--- config.mk ---
export PLATFORM = sky130hd
export DESIGN_NAME = sockit_spi_cmd_arb
export DESIGN_NICKNAME = d
export VERILOG_FILES = /design/src/rtl/sockit_spi_pkg.sv /design/src/rtl/sockit_spi_obuf.sv /design/src/rtl/sockit_spi_cmd_arb.sv
export SDC_FILE = /design/constraint.sdc
export NUM_CORES = 1
export LEC_CHECK = 0
export CELL_PAD_IN_SITES_DETAIL_PLACEMENT = 0
export CELL_PAD_IN_SITES_GLOBAL_PLACEMENT = 1
export CORE_UTILIZATION = 28
export DETAILED_ROUTE_END_ITERATION = 10
export PLACE_DENSITY = 0.86
export SLEW_MARGIN = 0
export SYNTH_ARGS = -nofsm -noshare
export SYNTH_HDL_FRONTEND = slang
export SYNTH_SLANG_ARGS = --single-unit
--- constraint.sdc ---
create_clock -name ACLK -period 3.2 [get_ports ACLK]
set_input_delay 0.32 -clock ACLK [delete_from_list [all_inputs] [get_ports ACLK]]
set_output_delay 0.32 -clock ACLK [all_outputs]
set_load 0.01 [all_outputs]
--- src/rtl/sockit_spi_pkg.sv ---
// sockit_spi_pkg: shared arbiter state type and default watchdog limit.
package sockit_spi_pkg;
   typedef enum logic [1:0] {IDLE, G0, G1} arb_st_t;
   localparam logic [15:0] TMO_DEF = 16'd1024;
endpackage

--- src/rtl/sockit_spi_obuf.sv ---
// sockit_spi_obuf: single-entry vld/rdy output register; a load overrides a drain.
module sockit_spi_obuf #(
   parameter int DW = 32
) (
   input  logic          ACLK,
   input  logic          ARESETn,
   input  logic          ld,
   input  logic [DW-1:0] din,
   input  logic          rdy,
   output logic          vld,
   output logic [DW-1:0] dat
);
   always_ff @(posedge ACLK or negedge ARESETn)
      if (!ARESETn) begin
         vld <= 1'b0;
         dat <= '0;
      end else if (ld) begin
         vld <= 1'b1;
         dat <= din;
      end else if (rdy)
         vld <= 1'b0;
endmodule

--- src/rtl/sockit_spi_cmd_arb.sv ---
// sockit_spi_cmd_arb: two-requester packet arbiter feeding the SPI sequencer.
// Optional stall watchdog enabled by defining SOCKIT_SPI_ARB_WDG_EN.
module sockit_spi_cmd_arb
   import sockit_spi_pkg::*;
#(
   parameter int          DW  = 32,
   parameter int          PRI = 0,
   parameter logic [15:0] TMO = TMO_DEF
) (
   input  logic          ACLK,
   input  logic          ARESETn,
   input  logic          r0_vld,
   input  logic [DW-1:0] r0_dat,
   input  logic          r0_lst,
   output logic          r0_rdy,
   input  logic          r1_vld,
   input  logic [DW-1:0] r1_dat,
   input  logic          r1_lst,
   output logic          r1_rdy,
   output logic          scw_vld,
   output logic [DW-1:0] scw_dat,
   input  logic          scw_rdy,
   output logic [1:0]    gnt,
   output logic          busy,
   output logic          err,
   input  logic          err_clr
);
   arb_st_t st;
   logic    last1, acc, x0, x1, xfer, done, pick1;
   logic [DW-1:0] din;
   assign acc    = ~scw_vld | scw_rdy;
   assign r0_rdy = (st == G0) & acc;
   assign r1_rdy = (st == G1) & acc;
   assign x0     = r0_vld & r0_rdy;
   assign x1     = r1_vld & r1_rdy;
   assign xfer   = x0 | x1;
   assign din    = x1 ? r1_dat : r0_dat;
   assign done   = (x0 & r0_lst) | (x1 & r1_lst);
   // r1 wins alone, or on a round-robin tie when r0 was served last
   assign pick1  = r1_vld & (~r0_vld | (PRI == 0 && !last1));
   assign busy   = (st != IDLE) | scw_vld;
   always_ff @(posedge ACLK or negedge ARESETn)
      if (!ARESETn) begin
         st    <= IDLE;
         gnt   <= 2'b00;
         last1 <= 1'b1;
      end else if (st == IDLE) begin
         if (r0_vld | r1_vld) begin
            st    <= pick1 ? G1 : G0;
            gnt   <= pick1 ? 2'b10 : 2'b01;
            last1 <= pick1;
         end
      end else if (done) begin
         st  <= IDLE;
         gnt <= 2'b00;
      end
   sockit_spi_obuf #(.DW(DW)) u_obuf (
      .ACLK    (ACLK),
      .ARESETn (ARESETn),
      .ld      (xfer),
      .din     (din),
      .rdy     (scw_rdy),
      .vld     (scw_vld),
      .dat     (scw_dat)
   );
`ifdef SOCKIT_SPI_ARB_WDG_EN
   logic [15:0] cnt;
   logic        stall;
   assign stall = (st == G0 & ~r0_vld) | (st == G1 & ~r1_vld);
   // counter parks at TMO so a cleared err is not re-raised by the same stall
   always_ff @(posedge ACLK or negedge ARESETn)
      if (!ARESETn) begin
         cnt <= '0;
         err <= 1'b0;
      end else begin
         cnt <= (st == IDLE || xfer) ? 16'd0 : (stall && cnt != TMO) ? cnt + 16'd1 : cnt;
         err <= err_clr ? 1'b0 : err | (stall && cnt != TMO && cnt + 16'd1 == TMO);
      end
`else
   logic unused_wdg;
   assign unused_wdg = err_clr | (|TMO);
   assign err = 1'b0;
`endif
endmodule

==> impl_metrics.csv, run 1 <==
group,metric,value,unit
synthesis,synth_cell_types,27,
synthesis,synth_top_area_cell,"dfrtp_1",
worst_setup_path,start_kind,"flop",
global_routing,antenna_found_initial,0,
clock_network,post_cts_resized,0,
placement,io_buffer_count,108,
floorplanning,io_pins,111,
power_and_ir_drop,p_per_area,788.5,nW/µm²
cells_and_area,nFillCells,620,
synthesis,synthesis.nets,273,
route,drtIter0Drc,177,
timing,setup_viol,0,
worst_setup_path,crit_type,"reg2out",
global_routing,grt_pass1_vias,1797,
cells_and_area,area_delta_synth_final,66.22,%
clock_network,cts_setup_buffers,0,
route,routedWlPerCell,13.04,µm
route,firstDrtPassIters,5,
clock_network,cts_tree,"done",
floorplanning,die_height,83.41,µm
floorplanning,initial_core_util,0.2906,
route,via_per_inst,4.578,
synthesis,syn-cell-area,1856,µm²
worst_setup_path,worstPathRequired,2880,ps
synthesis,netlist_instances,201,
flow_run,drv_cap,0,
min_path,hold_path_class,"in2async",
clock_network,clock-sinks,36,
timing,fin_crit_sh,0.6355,
timing,fin_crit,2034,ps
cells_and_area,seq_area,902.1,µm²
floorplanning,die_w,83.41,µm
synthesis,synth_async_sr_flop_share,1.000,
timing,worst_hold_slack,128.9,ps
synthesis,synth.most_common_cell,"inv_1",
timing,tns,0,ps
timing,slew_violations,0,
floorplanning,fp-row-count,29,
clock_network,path_clk_slew,80,ps
timing,rsz0062_at_grt,"false",
timing,worst_slew_pin_slew,835.1,ps
synthesis,synth_seq_cells,36,
worst_setup_path,reg2reg_setup_slack,1310,ps
timing,maxSlewHeadroom,0.4433,
status,status,"completed",
clock_network,cts_buffer_depth,2,
global_routing,grt_max_degree,37,
synthesis,yosys_warnings,0,
clock_network,htreeDepth,2,
synthesis,synth_edf_count,0,
placement,routabilityCongestion,0.6981,
clock_network,numCtsBuffers,5,
route,ant_nets,0,
timing,hold_viol,0,
worst_setup_path,cp_max_fo,9,
synthesis,synth_top_area_frac,0.4720,
worst_setup_path,crit_arrival,1710,ps
cells_and_area,multi_input_area,519.2,µm²
synthesis,synth_ff_type,"dfrtp_1",
route,drc,0,
power_and_ir_drop,p_leak,1.573,nW
placement,dpl.hpwl,3.549,mm
timing,fmax,491.7,MHz
synthesis,ys_seq_area_frac,0.4862,
global_routing,grt_remaining_overflow,0,
synthesis,syn_avg_cell_area,9.231,µm²
cells_and_area,drive_gt1_frac,0.07120,
floorplanning,dieArea,6956,µm²
worst_setup_path,endpoint_kind,"output pin",
synthesis,synth.top_cells.by_count,"inv_1 (95), dfrtp_1 (35), a222oi_1 (31), buf_2 (6)",
clock_network,clock_latency,290,ps
route,wirelength,5.034,mm
global_routing,track_usage,0.1511,
synthesis,synth_area_leaders,"dfrtp_1 (47%), inv_1 (19%), a222oi_1 (17%)",
clock_network,postCtsHoldBufs,0,
floorplanning,core_area,6386,µm²
global_routing,grt_pass1_wl,8.473,mm
power_and_ir_drop,vdd_drop_max,354.7,µV
timing,fin_skew,7.033,ps
clock_network,cts_root_buf,"clkbuf_8",
cells_and_area,finalNetCount,380,
route,vias,1767,
cells_and_area,n_antenna_cell,0,
cell type report:
cell class,count,area share
clock buffers,5,0.02231
clock inverters,3,0.01379
inverters,95,0.1156
multi-input cells,59,0.1684
flip-flops and latches,36,0.2925
well taps,77,0.03124
repair buffers,111,0.3562
critical path, cell delays in order (launching register included):
cell and delay (ps):
dfrtp_1 450, or3_2 500, clkdlybuf4s50_1 490
routing by layer:
metal  vias up  GRT usage  wire [µm]
met4         0    0.03292         24
met3         4    0.04672        432
met5         -          0          0
met1       825     0.1900       2200
met2        80     0.2541       2377
li1        858          -          -
flip-flops by register name (all words and copies together) (netlist names):
name        cells
u_obuf.dat     32
last1           1
st              2
u_obuf.vld      1
cell usage in the layout, fill, tap and decap left out, drive strengths merged:
cell and instances:
clkbuf 5, nand2b 3, a31oi 2, nor2 3, nand2 3, and3b 2, clkinv 1, nor2b 2
a21oi 3, buf 4, dfstp 1, a222oi 31, dfrtp 35, o21ai 1, o31a 3, clkinvlp 1
nor3b 1, inv 95, bufinv 1, or3 1, clkdlybuf4s50 107, conb 1, nor3 2, or4b 1
path summary, 6_finish.rpt:
| kind | from | end | cells after the start |
|---|---|---|---|
| setup / recovery | st[1] | busy | 2 |
| hold / removal | ARESETn | u_obuf.dat[14] | 1 |
| setup reg to reg | st[0] | u_obuf.dat[16] | 4 |
| hold reg to reg | last1 | last1 | 2 |
| max in group asynchronous | ARESETn | u_obuf.vld | 1 |
| min in group ACLK | last1 | last1 | 2 |
metrics by stage:
step / setup WS [ps] / cells / power (mW) / instance area, µm² / utilization
3_3_place_gp: 981.0 / 378 / 2.027 / 2973 / 0.4655
3_5_place_dp: 966.4 / 378 / 2.053 / 2973 / 0.4655
6_report: 1166 / 386 / 2.432 / 3084 / 0.4830
4_1_cts: 1141 / 386 / 2.470 / 3084 / 0.4830
5_1_grt: 1099 / 386 / 2.609 / 3084 / 0.4830
2_1_floorplan: 1798 / 201 / 1.407 / 1856 / -
power breakdown:
group	leakage (nW)	switching, mW	internal [mW]
clock network	0.0541	0.169	0.231
logic	1.12	0.506	0.707
registers	0.395	0.135	0.684
total	1.57	0.810	1.62
logic make-up after synthesis:
kind of cell | after synthesis | share of synthesized area
AOI/OAI and AO/OA | 40 | 0.2023
DFF | 36 | 0.4862
buffers and inverters | 106 | 0.2407
other | 1 | 0.002021
and+or+nand+nor | 18 | 0.06878
Note: power is estimated with default switching activity, not from simulation.
==> run 2, diff against run 1 <==
--- a/config.mk
+++ b/config.mk
@@ -7,9 +7,9 @@
 export LEC_CHECK = 0
 export CELL_PAD_IN_SITES_DETAIL_PLACEMENT = 0
 export CELL_PAD_IN_SITES_GLOBAL_PLACEMENT = 1
-export CORE_UTILIZATION = 28
+export CORE_UTILIZATION = 26
 export DETAILED_ROUTE_END_ITERATION = 10
-export PLACE_DENSITY = 0.86
+export PLACE_DENSITY = 0.8
 export SLEW_MARGIN = 0
 export SYNTH_ARGS = -nofsm -noshare
 export SYNTH_HDL_FRONTEND = slang
==> constraint.sdc (replaced) <==
create_clock -name ACLK -period 2.03 [get_ports ACLK]
set_input_delay 0.203 -clock ACLK [delete_from_list [all_inputs] [get_ports ACLK]]
set_output_delay 0.203 -clock ACLK [all_outputs]
set_load 0.01 [all_outputs]
==> impl_metrics.csv, run 2 (synthesized netlist as in run 1, its figures left out) <==
group,metric,value,unit
clock_network,cts_setup_buffers,0,
cells_and_area,drive_gt1_frac,0.08013,
cells_and_area,n_antenna_cell,0,
placement,routabilityCongestion,0.6751,
cells_and_area,area_delta_synth_final,69.52,%
power_and_ir_drop,p_switching,1.265,mW
power_and_ir_drop,finalPower,3.912,mW
global_routing,track_usage,0.1414,
placement,post-place-ws,304.3,ps
worst_setup_path,cp_max_fo,9,
min_path,hold_path_class,"in2async",
timing,fin_crit_sh,0.9560,
worst_setup_path,endpoint_kind,"output pin",
worst_setup_path,start_kind,"flop",
route,ant_nets,0,
global_routing,grt_remaining_overflow,0,
worst_setup_path,worstPathRequired,1830,ps
power_and_ir_drop,p_seq_frac,0.328,
floorplanning,dieArea,7479,µm²
cells_and_area,largest_reg_flops,32,
worst_setup_path,crit_arrival,1740,ps
timing,setup_viol,0,
route,wirelength,5.096,mm
cells_and_area,regMostFlops,"u_obuf.dat",
global_routing,grt_pass1_wl,8.383,mm
floorplanning,die_w,86.48,µm
floorplanning,initial_core_util,0.2716,
cells_and_area,finalNetCount,383,
clock_network,htreeDepth,2,
power_and_ir_drop,switching_share,0.3233,
floorplanning,io_pins,111,
clock_network,postCtsHoldBufs,0,
floorplanning,core_area,6832,µm²
cells_and_area,final_cell_mix,"clkdlybuf4s50_1 (107), inv_1 (95), dfrtp_1 (35)",
clock_network,clock-sinks,36,
clock_network,clock_latency,280,ps
route,routedWlPerCell,12.49,µm
cells_and_area,nFillCells,683,
flow_run,drv_cap,0,
route,drtIter0Drc,161,
worst_setup_path,slowest_delay,500,ps
clock_network,cts_root_buf,"clkbuf_8",
worst_setup_path,crit_type,"reg2out",
floorplanning,die_height,86.48,µm
timing,rsz0062_at_grt,"false",
route,via_per_inst,4.385,
power_and_ir_drop,vdd_drop_max,438.0,µV
clock_network,post_cts_resized,0,
cells_and_area,final_area,3146,µm²
cells_and_area,final_core_util,0.4604,
timing,maxSlewHeadroom,0.4424,
power_and_ir_drop,p_leak,1.599,nW
power_and_ir_drop,p_clk_frac,0.176,
timing,slew_violations,0,
placement,dpl.hpwl,3.665,mm
placement,dpl-instance-area,3019,µm²
floorplanning,fp-row-count,30,
clock_network,cts_tree,"done",
timing,setup_ws,89.27,ps
global_routing,grt_max_degree,37,
timing,tns,0,ps
global_routing,antenna_found_initial,0,
worst_setup_path,path_cells,"or3_2, clkdlybuf4s50_1",
worst_setup_path,cpMaxStageDelayCell,"or3_2",
cells_and_area,reg_top3,"u_obuf.dat: 32 flops, st: 2 flops",
status,status,"completed",
cells_and_area,final_common_cell,"clkdlybuf4s50_1",
clock_network,path_clk_slew,80,ps
power_and_ir_drop,intPower,2.648,mW
timing,worst_slew_pin_slew,836.4,ps
route,firstDrtPassIters,8,
global_routing,grt_pass1_vias,1816,
power_and_ir_drop,p_comb_frac,0.496,
clock_network,numCtsBuffers,5,
timing,fin_crit,1941,ps
placement,io_buffer_count,108,
route,vias,1789,
clock_network,cts_buffer_depth,2,
timing,hold_viol,0,
timing,fin_skew,5.263,ps
timing,fmax,515.3,MHz
power_and_ir_drop,p_per_area,1244,nW/µm²
route,drc,0,
-- run 2: cell count changes in the layout (fill, tap and decap cells not counted), sizes merged --
cell      before  now
buf            4    7
clkbuf         5    7
clkinv         1    0
clkinvlp       1    0
-- run 2: worst max-delay path: cells and delay by family, from the launching register on --
kind          cells  cell delay (ps)
buf+inv           1              490
flops             1              470
simple gates      1              500
-- run 2: final cells by class --
class,instances,area (µm²),area share
Clock buffer,7,96.34,0.03063
Inverter,95,356.6,0.1134
Timing Repair Buffer,114,1121,0.3564
Sequential cell,36,902.1,0.2868
Clock inverter,1,30.03,0.009547
Tap cell,96,120.1,0.03819
Multi-Input combinational cell,59,519.2,0.1651
-- run 2: power groups by stage --
| stage | Combinational, mW | Sequential (mW) | Clock [mW] |
|---|---|---|---|
| finish | 1.94 | 1.28 | 0.688 |
| global route | 2.12 | 1.33 | 0.742 |
| CTS | 1.97 | 1.29 | 0.725 |
| detailed placement | 1.97 | 1.30 | 0 |
| global placement | 1.94 | 1.29 | 0 |
| floorplan | 0.772 | 1.45 | 0 |
-- run 2: per-layer routing --
| metal | global-route usage | wire length, µm | vias to the layer above |
|---|---|---|---|
| li1 | - | - | 866 |
| met1 | 0.1642 | 2059 | 830 |
| met2 | 0.2561 | 2481 | 90 |
| met3 | 0.04286 | 540 | 3 |
| met4 | 0.03030 | 14 | 0 |
| met5 | 0 | 0 | - |
-- run 2: per-stage QoR --
stage,cells,hold WS [ps]
2_1_floorplan,201,-92.59
3_3_place_gp,400,363.5
3_5_place_dp,400,365.3
4_1_cts,408,49.33
5_1_grt,408,101.1
6_report,408,20.33
-- run 2: final timing paths --
| check | start | endpoint | slack [ps] | cells past startpoint |
|---|---|---|---|---|
| max | st[1] | busy | 90 | 2 |
| min | ARESETn | u_obuf.dat[9] | 20 | 1 |
| max reg2reg | u_obuf.vld | u_obuf.dat[9] | 580 | 4 |
| min reg2reg | last1 | last1 | 540 | 2 |
| max in group asynchronous | ARESETn | u_obuf.dat[19] | 1480 | 1 |
| min in group ACLK | r1_dat[28] | u_obuf.dat[28] | 460 | 3 |
==> run 3, diff against run 2 <==
--- a/config.mk
+++ b/config.mk
@@ -7,10 +7,11 @@
 export LEC_CHECK = 0
 export CELL_PAD_IN_SITES_DETAIL_PLACEMENT = 0
 export CELL_PAD_IN_SITES_GLOBAL_PLACEMENT = 1
-export CORE_UTILIZATION = 26
+export CORE_UTILIZATION = 30
 export DETAILED_ROUTE_END_ITERATION = 10
-export PLACE_DENSITY = 0.8
+export PLACE_DENSITY = 0.82
 export SLEW_MARGIN = 0
 export SYNTH_ARGS = -nofsm -noshare
 export SYNTH_HDL_FRONTEND = slang
+export SYNTH_HIERARCHICAL = 1
 export SYNTH_SLANG_ARGS = --single-unit
==> impl_metrics.csv, run 3 <==
group,metric,value,unit
synthesis,yosys_warnings,6,
synthesis,synth_edf_count,0,
global_routing,grt_remaining_overflow,0,
worst_setup_path,worstPathRequired,1830,ps
power_and_ir_drop,p_per_area,1366,nW/µm²
power_and_ir_drop,vdd_drop_max,759.8,µV
clock_network,clock_latency,280,ps
clock_network,cts_tree,"done",
route,drtIter0Drc,45,
clock_network,postCtsHoldBufs,0,
clock_network,cts_buffer_depth,2,
route,vias,1464,
clock_network,htreeDepth,2,
cells_and_area,n_antenna_cell,0,
placement,post-place-ws,-103.7,ps
cells_and_area,reg_top3,"u_obuf/dat: 32 flops, st: 2 flops",
synthesis,syn-cell-area,1989,µm²
synthesis,synth_area_leaders,"dfrtp_1 (44%), mux2_4 (22%), mux2_1 (17%)",
route,ant_nets,0,
cells_and_area,regMostFlops,"u_obuf/dat",
global_routing,grt_pass1_vias,1601,
route,drc,0,
worst_setup_path,start_kind,"flop",
clock_network,path_clk_slew,70,ps
clock_network,cts_root_buf,"clkbuf_8",
worst_setup_path,endpoint_kind,"output pin",
placement,dp_cells,314,
route,via_per_inst,4.533,
cells_and_area,final_cell_mix,"clkdlybuf4s50_1 (106), dfrtp_1 (35), mux2_1 (30)",
timing,worst_hold_slack,6.242,ps
timing,fin_crit,1886,ps
worst_setup_path,r2r_cells,5,
placement,dpl-instance-area,3177,µm²
timing,worst_slew_pin_slew,799.1,ps
floorplanning,dieArea,6961,µm²
route,wirelength,4.435,mm
synthesis,synth.top_cells.by_count,"dfrtp_1 (35), mux2_1 (30), mux2_4 (29), mux2_2 (6), buf_4 (4)",
placement,dpl.hpwl,3.255,mm
status,status,"completed",
global_routing,grt_pass1_wl,7.645,mm
floorplanning,fp-row-count,29,
synthesis,synthesis.nets,201,
placement,io_buffer_count,108,
timing,setup_ws,144.4,ps
worst_setup_path,crit_arrival,1680,ps
timing,maxSlewHeadroom,0.4673,
flow_run,drv_cap,0,
min_path,hold_path_class,"in2async",
worst_setup_path,cp_max_fo,2,
global_routing,antenna_found_initial,0,
synthesis,ys_seq_area_frac,0.4535,
cells_and_area,area_delta_synth_final,66.60,%
timing,tns,0,ps
worst_setup_path,reg2reg_setup_slack,180,ps
route,routedWlPerCell,13.73,µm
worst_setup_path,path_cells,"nor2b_4, buf_4, nor3b_1, clkdlybuf4s50_1",
global_routing,grt_max_degree,37,
power_and_ir_drop,p_leak,1.397,nW
synthesis,netlist_instances,129,
cells_and_area,final_core_util,0.5190,
cells_and_area,largest_reg_flops,32,
timing,rsz0062_at_grt,"false",
synthesis,synth_cell_types,26,
cells_and_area,final_common_cell,"clkdlybuf4s50_1",
placement,routabilityCongestion,0.7046,
cells_and_area,final_area,3314,µm²
clock_network,clock-sinks,36,
synthesis,synth_ff_type,"dfrtp_1",
timing,fin_crit_sh,0.9289,
synthesis,synth_seq_cells,36,
worst_setup_path,path_buf_inv,2,
synthesis,synth.most_common_cell,"dfrtp_1",
power_and_ir_drop,finalPower,4.527,mW
floorplanning,io_pins,111,
timing,fmax,530.3,MHz
worst_setup_path,crit-reg2reg-launch,"st[0]",
cells_and_area,drive_gt1_frac,0.2439,
floorplanning,die_height,83.44,µm
synthesis,synth_top_area_frac,0.4403,
synthesis,synth_top_area_cell,"dfrtp_1",
global_routing,track_usage,0.1330,
cells_and_area,finalNonFillerCells,323,
synthesis,syn_avg_cell_area,15.42,µm²
worst_setup_path,crit_type,"reg2out",
floorplanning,initial_core_util,0.3115,
worst_setup_path,cp_top_family,"buffers and inverters",
floorplanning,core_area,6386,µm²
timing,setup_viol,0,
worst_setup_path,cpMaxStageDelayCell,"clkdlybuf4s50_1",
worst_setup_path,r2r_end,"u_obuf/dat[14]",
timing,hold_viol,0,
route,firstDrtPassIters,4,
timing,fin_skew,6.676,ps
synthesis,synth_async_sr_flop_share,1.000,
floorplanning,die_w,83.44,µm
cells_and_area,finalNetCount,317,
worst_setup_path,slowest_delay,570,ps
cells_and_area,nFillCells,580,
clock_network,numCtsBuffers,5,
timing,slew_violations,0,
[run 3: cell types whose count changed in the layout (fill, tap and decap cells not counted), moves of 3 or more]
cell | before | now
a222oi_1 | 31 | 0
mux2_2 | 0 | 6
inv_1 | 95 | 1
buf_12 | 0 | 3
mux2_1 | 0 | 30
mux2_4 | 0 | 29
[run 3: cell type report]
type                            count  area, µm²  area share
Multi-Input combinational cell     83      998.5      0.3012
Timing Repair Buffer              118       1187      0.3582
Sequential cell                    36      902.1      0.2722
Clock buffer                        7      96.34     0.02907
Inverter                            1      3.754    0.001133
Clock inverter                      1      30.03    0.009060
Tap cell                           77      96.34     0.02907
[run 3: repair_timing]
item	in CTS	in global routing
hold endpoints to repair	0	0
setup buffers	1	0
resized for setup	2	0
endpoints found under the setup margin	1	0
[run 3: routing by layer]
layer / wire, µm / global-route usage / part of all wire / up-vias
li1: - / - / - / 694
met1: 2001 / 0.1754 / 0.45 / 707
met2: 2113 / 0.2191 / 0.48 / 63
met3: 320 / 0.03877 / 0.072 / 0
met4: 0 / 0.02465 / 0 / 0
met5: 0 / 0 / 0 / -
[run 3: power breakdown]
| part | total [mW] | switching (mW) | internal, mW |
|---|---|---|---|
| sequential | 1.32 | 0.224 | 1.10 |
| combinational | 2.53 | 0.851 | 1.68 |
| clock | 0.672 | 0.239 | 0.433 |
[run 3: cells by family (layout without fill, tap and decap cells)]
logic type / after synthesis / count (layout) / synth area share
mux: 65 / 65 / 0.4226
flops: 36 / 36 / 0.4535
buf+inv: 10 / 127 / 0.05534
compound gates: 9 / 9 / 0.03711
other cells: 1 / 1 / 0.001885
simple gates: 8 / 8 / 0.02956
[run 3: worst max-delay path by stage]
stage | end | from | cells after the start
6_report | r1_rdy | u_obuf/vld | 4
4_1_cts | r1_rdy | u_obuf/vld | 4
3_5_place_dp | u_obuf/dat[14] | scw_rdy | 7
3_3_place_gp | u_obuf/dat[14] | scw_rdy | 7
5_1_grt | r1_rdy | u_obuf/vld | 4
2_1_floorplan | u_obuf/dat[0] | u_obuf/vld | 6
